### config.mk
export PLATFORM = sky130hd
export DESIGN_NAME = mod_mem_wb_stage_flat
export DESIGN_NICKNAME = d
export VERILOG_FILES = /design/src/rtl/riscv_pkg.sv /design/src/rtl/mod_mem_wb_stage_if.sv /design/src/rtl/mod_mem_wb_stage_load_align.sv /design/src/rtl/mod_mem_wb_stage.sv /design/src/flat_wrapper.sv
export SDC_FILE = /design/constraint.sdc
export NUM_CORES = 1
export LEC_CHECK = 0
export CAP_MARGIN = 30
export CORE_ASPECT_RATIO = 1.1
export CORE_MARGIN = 1
export CORE_UTILIZATION = 30
export CTS_BUF_LIST = sky130_fd_sc_hd__clkbuf_16
export DETAILED_ROUTE_END_ITERATION = 16
export PLACE_DENSITY = 0.68
export SKIP_LAST_GASP = 1
export SLEW_MARGIN = 20
export SYNTH_ARGS = -nofsm -noshare
export SYNTH_HDL_FRONTEND = slang
export SYNTH_SLANG_ARGS = --single-unit
### constraint.sdc
create_clock -name clk_i -period 1.35 [get_ports clk_i]
set_input_delay 0.405 -clock clk_i [delete_from_list [all_inputs] [get_ports clk_i]]
set_output_delay 0.405 -clock clk_i [all_outputs]
set_load 0.005 [all_outputs]
### src/rtl/riscv_pkg.sv
// Shared RISC-V types for the MEM/WB slice: writeback source select
// and load funct3 codes. Default XLEN/REG_ADDR_WIDTH macros live here.
`ifndef XLEN
`define XLEN 32
`endif
`ifndef REG_ADDR_WIDTH
`define REG_ADDR_WIDTH 5
`endif

package riscv_pkg;

  typedef enum logic [1:0] {
    RES_ALU  = 2'b00,
    RES_LOAD = 2'b01,
    RES_PC4  = 2'b10
  } result_src_e;

  localparam logic [2:0] F3_LB  = 3'b000;
  localparam logic [2:0] F3_LH  = 3'b001;
  localparam logic [2:0] F3_LW  = 3'b010;
  localparam logic [2:0] F3_LBU = 3'b100;
  localparam logic [2:0] F3_LHU = 3'b101;

endpackage

### src/rtl/mod_mem_wb_stage_if.sv
// MEM-side inputs and register-file-side outputs of the MEM/WB stage.
// master drives the memory-stage fields; slave is the stage itself.
interface mod_mem_wb_stage_if #(
  parameter int XLEN           = `XLEN,
  parameter int REG_ADDR_WIDTH = `REG_ADDR_WIDTH
);
  logic                      valid_i;
  logic                      reg_write_i;
  logic [REG_ADDR_WIDTH-1:0] rd_addr_i;
  logic [1:0]                result_src_i;
  logic [2:0]                load_funct3_i;
  logic [XLEN-1:0]           alu_result_i;
  logic [XLEN-1:0]           mem_rdata_i;
  logic [XLEN-1:0]           pc_plus4_i;
  logic                      write_enable_o;
  logic [REG_ADDR_WIDTH-1:0] write_addr_o;
  logic [XLEN-1:0]           write_val_o;
  logic                      load_fault_o;

  modport master (
    output valid_i, reg_write_i, rd_addr_i,
    output result_src_i, load_funct3_i,
    output alu_result_i, mem_rdata_i, pc_plus4_i,
    input  write_enable_o, write_addr_o,
    input  write_val_o, load_fault_o
  );

  modport slave (
    input  valid_i, reg_write_i, rd_addr_i,
    input  result_src_i, load_funct3_i,
    input  alu_result_i, mem_rdata_i, pc_plus4_i,
    output write_enable_o, write_addr_o,
    output write_val_o, load_fault_o
  );
endinterface

### src/rtl/mod_mem_wb_stage_load_align.sv
// Combinational load alignment: picks byte/half/word from the raw
// memory word by address offset and sign- or zero-extends it.
module mod_load_align
  import riscv_pkg::*;
#(
  parameter int XLEN = `XLEN
) (
  input  logic [XLEN-1:0] mem_rdata,
  input  logic [1:0]      offset,
  input  logic [2:0]      funct3,
  output logic [XLEN-1:0] aligned,
  output logic            illegal
);

  logic [7:0]  b;
  logic [15:0] h;

  assign b = mem_rdata[{offset, 3'b000} +: 8];
  assign h = mem_rdata[{offset[1], 4'b0000} +: 16];

  always_comb begin
    aligned = '0;
    illegal = 1'b0;
    unique case (1'b1)
      funct3 == F3_LB:  aligned = {{(XLEN-8){b[7]}}, b};
      funct3 == F3_LBU: aligned = {{(XLEN-8){1'b0}}, b};
      funct3 == F3_LH:  aligned = {{(XLEN-16){h[15]}}, h};
      funct3 == F3_LHU: aligned = {{(XLEN-16){1'b0}}, h};
      funct3 == F3_LW:  aligned = mem_rdata;
      default:          illegal = 1'b1;
    endcase
  end

endmodule

### src/rtl/mod_mem_wb_stage.sv
// MEM/WB pipeline register and writeback select for the register file.
// Optional retired-instruction counter enabled by WB_INSTRET_EN.
module mod_mem_wb_stage
  import riscv_pkg::*;
#(
  parameter int XLEN           = `XLEN,
  parameter int REG_ADDR_WIDTH = `REG_ADDR_WIDTH
`ifdef WB_INSTRET_EN
  ,
  parameter int INSTRET_WIDTH  = 64
`endif
) (
  input  logic             clk_i,
  input  logic             rst_i,
  input  logic             stall_i,
  input  logic             flush_i,
  mod_mem_wb_stage_if.slave bus
`ifdef WB_INSTRET_EN
  ,
  output logic [INSTRET_WIDTH-1:0] instret_o
`endif
);

  logic [XLEN-1:0]           ld_val;
  logic                      ld_illegal;
  logic [XLEN-1:0]           wval_d;
  logic                      fault_d;

  logic                      valid_q;
  logic                      rw_q;
  logic [REG_ADDR_WIDTH-1:0] addr_q;
  logic [XLEN-1:0]           val_q;
  logic                      fault_q;

  mod_load_align #(.XLEN(XLEN)) u_align (
    .mem_rdata (bus.mem_rdata_i),
    .offset    (bus.alu_result_i[1:0]),
    .funct3    (bus.load_funct3_i),
    .aligned   (ld_val),
    .illegal   (ld_illegal)
  );

  // A faulting instruction writes zero and never strobes the regfile.
  always_comb begin
    wval_d  = '0;
    fault_d = 1'b0;
    unique case (1'b1)
      bus.result_src_i == RES_ALU:  wval_d = bus.alu_result_i;
      bus.result_src_i == RES_PC4:  wval_d = bus.pc_plus4_i;
      bus.result_src_i == RES_LOAD: begin
        wval_d  = ld_val;
        fault_d = ld_illegal;
      end
      default: fault_d = 1'b1;
    endcase
  end

  always_ff @(posedge clk_i or negedge rst_i) begin
    if (!rst_i) begin
      valid_q <= 1'b0;
      rw_q    <= 1'b0;
      addr_q  <= '0;
      val_q   <= '0;
      fault_q <= 1'b0;
    end else if (flush_i) begin
      valid_q <= 1'b0;
      rw_q    <= 1'b0;
      fault_q <= 1'b0;
    end else if (!stall_i) begin
      valid_q <= bus.valid_i;
      rw_q    <= bus.reg_write_i;
      addr_q  <= bus.rd_addr_i;
      val_q   <= wval_d;
      fault_q <= bus.valid_i & fault_d;
    end
  end

  assign bus.write_enable_o = valid_q & rw_q
                            & (addr_q != '0) & ~fault_q;
  assign bus.write_addr_o   = addr_q;
  assign bus.write_val_o    = val_q;
  assign bus.load_fault_o   = fault_q;

`ifdef WB_INSTRET_EN
  logic [INSTRET_WIDTH-1:0] instret_q;

  // The leaving instruction retires even when a flush kills the entering one.
  always_ff @(posedge clk_i or negedge rst_i) begin
    if (!rst_i)
      instret_q <= '0;
    else if (valid_q && !stall_i)
      instret_q <= instret_q + 1'b1;
  end

  assign instret_o = instret_q;
`endif

endmodule

### src/flat_wrapper.sv
// flat-port wrapper written by rule: the top's interface ports become plain ports
module mod_mem_wb_stage_flat import riscv_pkg::*;
#(
  parameter int XLEN           = `XLEN,
  parameter int REG_ADDR_WIDTH = `REG_ADDR_WIDTH

)
  (clk_i, rst_i, stall_i, flush_i, bus_valid_i, bus_reg_write_i, bus_rd_addr_i, bus_result_src_i, bus_load_funct3_i, bus_alu_result_i, bus_mem_rdata_i, bus_pc_plus4_i, bus_write_enable_o, bus_write_addr_o, bus_write_val_o, bus_load_fault_o);
  mod_mem_wb_stage_if #(.XLEN(XLEN), .REG_ADDR_WIDTH(REG_ADDR_WIDTH)) bus_i ();
  input  logic clk_i;
  input  logic rst_i;
  input  logic stall_i;
  input  logic flush_i;
  input wire logic [$bits(bus_i.valid_i)-1:0] bus_valid_i;
  input wire logic [$bits(bus_i.reg_write_i)-1:0] bus_reg_write_i;
  input wire logic [$bits(bus_i.rd_addr_i)-1:0] bus_rd_addr_i;
  input wire logic [$bits(bus_i.result_src_i)-1:0] bus_result_src_i;
  input wire logic [$bits(bus_i.load_funct3_i)-1:0] bus_load_funct3_i;
  input wire logic [$bits(bus_i.alu_result_i)-1:0] bus_alu_result_i;
  input wire logic [$bits(bus_i.mem_rdata_i)-1:0] bus_mem_rdata_i;
  input wire logic [$bits(bus_i.pc_plus4_i)-1:0] bus_pc_plus4_i;
  output wire logic [$bits(bus_i.write_enable_o)-1:0] bus_write_enable_o;
  output wire logic [$bits(bus_i.write_addr_o)-1:0] bus_write_addr_o;
  output wire logic [$bits(bus_i.write_val_o)-1:0] bus_write_val_o;
  output wire logic [$bits(bus_i.load_fault_o)-1:0] bus_load_fault_o;
  assign bus_i.valid_i = bus_valid_i;
  assign bus_i.reg_write_i = bus_reg_write_i;
  assign bus_i.rd_addr_i = bus_rd_addr_i;
  assign bus_i.result_src_i = bus_result_src_i;
  assign bus_i.load_funct3_i = bus_load_funct3_i;
  assign bus_i.alu_result_i = bus_alu_result_i;
  assign bus_i.mem_rdata_i = bus_mem_rdata_i;
  assign bus_i.pc_plus4_i = bus_pc_plus4_i;
  assign bus_write_enable_o = bus_i.write_enable_o;
  assign bus_write_addr_o = bus_i.write_addr_o;
  assign bus_write_val_o = bus_i.write_val_o;
  assign bus_load_fault_o = bus_i.load_fault_o;
  mod_mem_wb_stage #(.XLEN(XLEN), .REG_ADDR_WIDTH(REG_ADDR_WIDTH)) u_core (.clk_i(clk_i), .rst_i(rst_i), .stall_i(stall_i), .flush_i(flush_i), .bus(bus_i));
endmodule
; Word level (Yosys, flattened, before mapping)
; Index checks and enable logic that the tools add are counted.
[classes]
n_eq_ne = 7
shifts = 2
n_mux = 10
n_bitwise = 7
reduce_logical = 6
[op_table]
columns = cell, count
row1 = case mux 32 bit (5 select lines), 1
row2 = case mux 32 bit (3 select lines), 1
row3 = indexed part select 32 x 6 -> 16 bit, 1
row4 = indexed part select 32 x 6 -> 8 bit, 1
row5 = 2-to-1 mux 1 bit, 7
row6 = "== test 3 bit, second input constant", 2
row7 = nonzero test 5 bit, 1
row8 = OR reduction 5 bit, 1
row9 = AND 1 bit, 4
row10 = "== test 3 x 1 -> 1 bit, second input constant", 1
row11 = "== test 3 x 2 -> 1 bit, second input constant", 1
row12 = zero test 3 bit, 1
row13 = inverter 1 bit, 3
row14 = "== test 2 x 1 -> 1 bit, second input constant", 1
row15 = "== test 2 bit, second input constant", 1
row16 = zero test 2 bit, 1
row17 = "inequality test 2 x 1 -> 1 bit, second input constant", 1
row18 = case mux 1 bit (2 select lines), 1
row19 = AND reduction 2 bit, 1
row20 = OR reduction 2 bit, 1
[word_totals]
ff_bits = 40
input_bits = 112
output_inout_bits = 39
elab_cells = 37

; Logic depth before layout (Yosys ltp)
[depth]
ltp_word = 7
depth_mapped = 7
mapped_depth_nobuf = 4

; Cells and area by module
; A second synthesis with hierarchy kept.
[hier_totals]
hier_cells = 346
area_unflattened_um2 = 3203.1
[modules_own_cells]
columns = module, n_inst, cells_per_inst, area_each_um2, seq_area_each_um2
row1 = mod_mem_wb_stage, 1, 238, 2334.7, 1001.0
row2 = mod_load_align, 1, 108, 868.3, 0.0

; Worst setup path before layout
; No wires, ideal clock.
[synth_path]
kind = input -> register
from = input bus_result_src_i[1]
to = register u_core.val_q[28] (netlist: u_core.bus.write_val_o[28])
setup_time_ns = 0.126
t_arrival_ns = 1.606
required_time_ns = 1.224
setup_slack_ns = -0.382
stages = 4
n_path_buf = 2
cell_sequence = buf_6 -> buf_1 -> mux2_2 -> a221o_1
[synth_between]
elab_chain_len = 2
elab_cells_between_ends = 4
classes_between = eq/ne: 2 / mux: 1 / reduce/logical: 1
[synth_lines]
columns = element, line_no
row1 = from (decl), flat_wrapper.sv:17  ; input wire logic [$bits(bus_i.result_src_i)-1:0] bus_result_src_i;
row2 = "== test 2 x 1 -> 1 bit, or another cell as far along", mod_mem_wb_stage.sv:50  ; bus.result_src_i == RES_LOAD: begin
row3 = case mux 32 bit (3 select lines) (*), mod_mem_wb_stage.sv:47  ; unique case (1'b1)
row4 = to (signal assigned), mod_mem_wb_stage.sv:73  ; val_q <= wval_d;
row5 = to (decl), mod_mem_wb_stage.sv:32  ; logic [XLEN-1:0] val_q;
; Every way passes the cells marked *; elsewhere a longest branch is shown, timed or not.
; A chain may end at the register's enable or synchronous reset.

; Worst setup path after layout
[layout_path]
from = register u_core.addr_q[2] (netlist: u_core.bus.write_addr_o[2])
to = output bus_write_enable_o
[layout_between]
elab_chain_len = 3
[layout_lines]
columns = element, line_no
row1 = from (decl), mod_mem_wb_stage.sv:31  ; logic [REG_ADDR_WIDTH-1:0] addr_q;
row2 = from (signal assigned), mod_mem_wb_stage.sv:72  ; addr_q <= bus.rd_addr_i;
row3 = nonzero test 5 bit, mod_mem_wb_stage.sv:79  ; & (addr_q != '0) & ~fault_q;
row4 = AND 1 bit (2 in a row), mod_mem_wb_stage.sv:79
row5 = to (decl), flat_wrapper.sv:22  ; output wire logic [$bits(bus_i.write_enable_o)-1:0] bus_write_enable_o;
; No other way between the ends.

==> impl_results.md <==
* Layout cells sized above 1 at 0.3957
* Initial antenna violation count at 0
* Cell area after layout at about 5400 um2
* Drt drc at 0
* RR Endpoint: u_core.bus.write_val_o[22]
* Hold Vio Cnt, Final at 0
* HP Class: in2async
* Post-layout util at 0.6351
* Num CTS Buffers at 5
* Slew Limit Fails at 0
* Die area at 9278 um2
* Syn Area/Cell at between 10 and 15 um2
* Fin crit period at 1.873 ns
* Critical path class: reg2out
* Max_slew headroom at 0.6458
* Initial drt markers at 198
* Failing checks: setup timing
* Crit end category: output pin
* Via Count at 3094
* Seq pwr share at 0.351
* Fmax achieved at around 530 MHz
* Outcome: finished with violations
* Clock power share at 0.284
* Endpoints failing setup at 35
* Worst Skew at 0 ns
* Post-synthesis cell count at about 260
* Clock Sinks at 40
* Final worst slack at -0.5226 ns
* Reg-to-reg slack, setup at ~0.26 ns
* Die height at roughly 100 um
* Die width at 91.93 um
* Layout area overhead at 102.2%
* Latest clock arrival within the worst-skew pair at about 0.28 ns
* Share of the synthesized area in the top cell type at 0.3751
* Total congestion overflow at 0
* Largest cells by area after synthesis: dfrtp_1 38%, mux2_2 14%, a221o_1 9.4%
* First-pass GRT wire length at 16.70 mm
* Tightest Pin Transition at between 0.5 and 0.6 ns
* Max-Cap Viols at 0
* Pwr dens at between 700 and 800 nW/um2
* Unique masters post-synth at between 40 and 50
* Row count at 35
* Number of enable flip-flop cells after synthesis at 0
* Largest net degree at the start of global routing at just over 40
* Post-route setup TNS at -4.889 ns
* Worst Path Required at between 0.9 and 1 ns
* H-tree depth at 2
* Final net count at between 500 and 600
* Routed Antenna Nets at 0
* Vias in the first global route at 3189
* Placed cell areas at 4546 um2
* Worst VDD drop at roughly 0.5 mV
* Top cells by count, synth: 43 x nand2_1, 40 x dfrtp_1, 32 x mux2_2
* CTS tree: done
* Mapped Area at 2669 um2
* Max Root-Sink Buffers at 2
* Root Buffer: clkbuf_16
* Lkg Pwr at 2.355 nW
* Int Pwr at ~3 mW
* Port Buf Inserts at 150
* Synth Register Bits at 40
* Combinational Power Share at 0.366
* Most used DFF post-synth: dfrtp_1
* Crit-path max FO at 2
* Top cell type by total area after synthesis: dfrtp_1
* Global-route usage over all layers at 0.2339
* Num ports at 151
* GP Congestion at just under 0.9
* Core ar. at approximately 8500 um2
* Pre-Repair DR Iteration Count at 6
* Starting Density at 0.3141
* Total Routed Length at ~11 mm
* Clock-pin slew on the worst setup and hold paths at ~0.06 ns
* Post-synthesis sequential area ratio at 0.3751
* RR Startpoint: u_core.bus.write_val_o[22]
* Net switching power at about 1.1 mW
* Top-count cell post-synth: nand2_1
* Crit path DAT at roughly 1.5 ns
* Startpoint types: flip-flop
* RSZ-0062 raised after global routing: true
* Vias per cell at about 5.4
* Final worst-path cycle share at 1.387
* R2R depth at 3
* YS warnings at 0
* Synthesized Nets at between 300 and 400
* Net Sw Frac at 0.2757
* Async set or reset register ratio after synthesis at 1.000
* DPL Wire Length at around 7.3 mm
* Avg WL per Cell at between 15 and 20 um
-- cells by family (layout without fill, tap and decap cells) --
| group | count (synthesis) | count (layout) | synth area share |
|---|---|---|---|
| muxes | 44 | 44 | 0.1805 |
| and+or+nand+nor | 69 | 69 | 0.1444 |
| DFF | 40 | 40 | 0.3751 |
| buffers and inverters | 24 | 233 | 0.05344 |
| AOI/OAI and AO/OA | 79 | 79 | 0.2466 |
| other | 0 | 2 | 0 |
-- cell usage in the layout (no fill, tap or decap), types with 8 or more instances in the layout --
cell type,instances
a31oi_4,13
mux2_4,8
mux2i_1,9
clkdlybuf4s15_1,18
clkdlybuf4s50_1,83
a221o_1,25
buf_6,11
buf_12,8
dlygate4sd2_1,24
buf_2,9
dfrtp_1,40
mux2_2,24
nand2_1,43
buf_4,56
-- routing by layer --
| layer | global-route usage | vias up | share of wire |
|---|---|---|---|
| met5 | 0 | - | 0 |
| met3 | 0.04223 | 24 | 0.067 |
| met1 | 0.2752 | 1486 | 0.39 |
| li1 | - | 1433 | - |
| met2 | 0.4328 | 151 | 0.52 |
| met4 | 0.06731 | 0 | 0.021 |
-- worst max-delay path by stage --
| stage | start | endpoint | slack, ns |
|---|---|---|---|
| after global routing | u_core.bus.write_addr_o[2] | bus_write_enable_o | -0.57 |
| final | u_core.bus.write_addr_o[2] | bus_write_enable_o | -0.52 |
| after detailed placement | bus_alu_result_i[1] | u_core.bus.write_val_o[13] | -0.90 |
| after CTS | u_core.bus.write_addr_o[2] | bus_write_enable_o | -0.55 |
| after floorplan | bus_load_funct3_i[1] | u_core.bus.write_val_o[21] | -0.21 |
| after global placement | bus_alu_result_i[1] | u_core.bus.write_val_o[9] | -0.87 |
-- power groups by stage --
| stage | logic [mW] | registers, mW | clock network, mW |
|---|---|---|---|
| finish | 1.48 | 1.42 | 1.15 |
| detailed placement | 1.28 | 1.43 | 0 |
| global route | 1.57 | 1.43 | 1.22 |
| global placement | 1.26 | 1.43 | 0 |
| floorplan | 0.447 | 1.45 | 0 |
| CTS | 1.36 | 1.41 | 1.17 |
-- final cells by class --
class | instances | area (um2)
Clock buffer | 5 | 125.1
Sequential cell | 40 | 1001
Antenna cell | 2 | 5.005
Inverter | 1 | 3.754
Fill cell | 693 | 3100
Tap cell | 111 | 138.9
Clock inverter | 3 | 13.76
Multi-Input combinational cell | 192 | 1894
Timing Repair Buffer | 224 | 2213
-- registers in the layout, summed over array words and instances, names as in the netlist --
register,cells
u_core.bus.load_fault_o,1
u_core.bus.write_addr_o,5
u_core.bus.write_val_o,32
u_core.rw_q,1
u_core.valid_q,1
-- critical path: stages (launching register included) --
cell and delay [ns]:
dfrtp_1 0.38, or4_4 0.55, nor2_4 0.10, nor3_2 0.04, buf_2 0.12
-- per-stage QoR --
step | hold WS, ns | setup slack [ns] | cells | power, mW
final | 0.07690 | -0.5226 | 578 | 4.039
after floorplan | 0.1094 | -0.2078 | 256 | 1.892
after global routing | 0.09647 | -0.5681 | 576 | 4.216
after CTS | 0.09777 | -0.5511 | 564 | 3.943
after global placement | 0.3923 | -0.8736 | 530 | 2.698
after detailed placement | 0.3953 | -0.9039 | 531 | 2.719
-- what timing repair did --
item	4_1_cts	5_1_grt
gates cloned	6	0
pin swaps	23	20
setup endpoints to repair	74	56
gates resized for setup	168	53
hold buffers	0	0
buffers inserted	22	14
No activity file was read; power rests on OpenSTA's default activity.
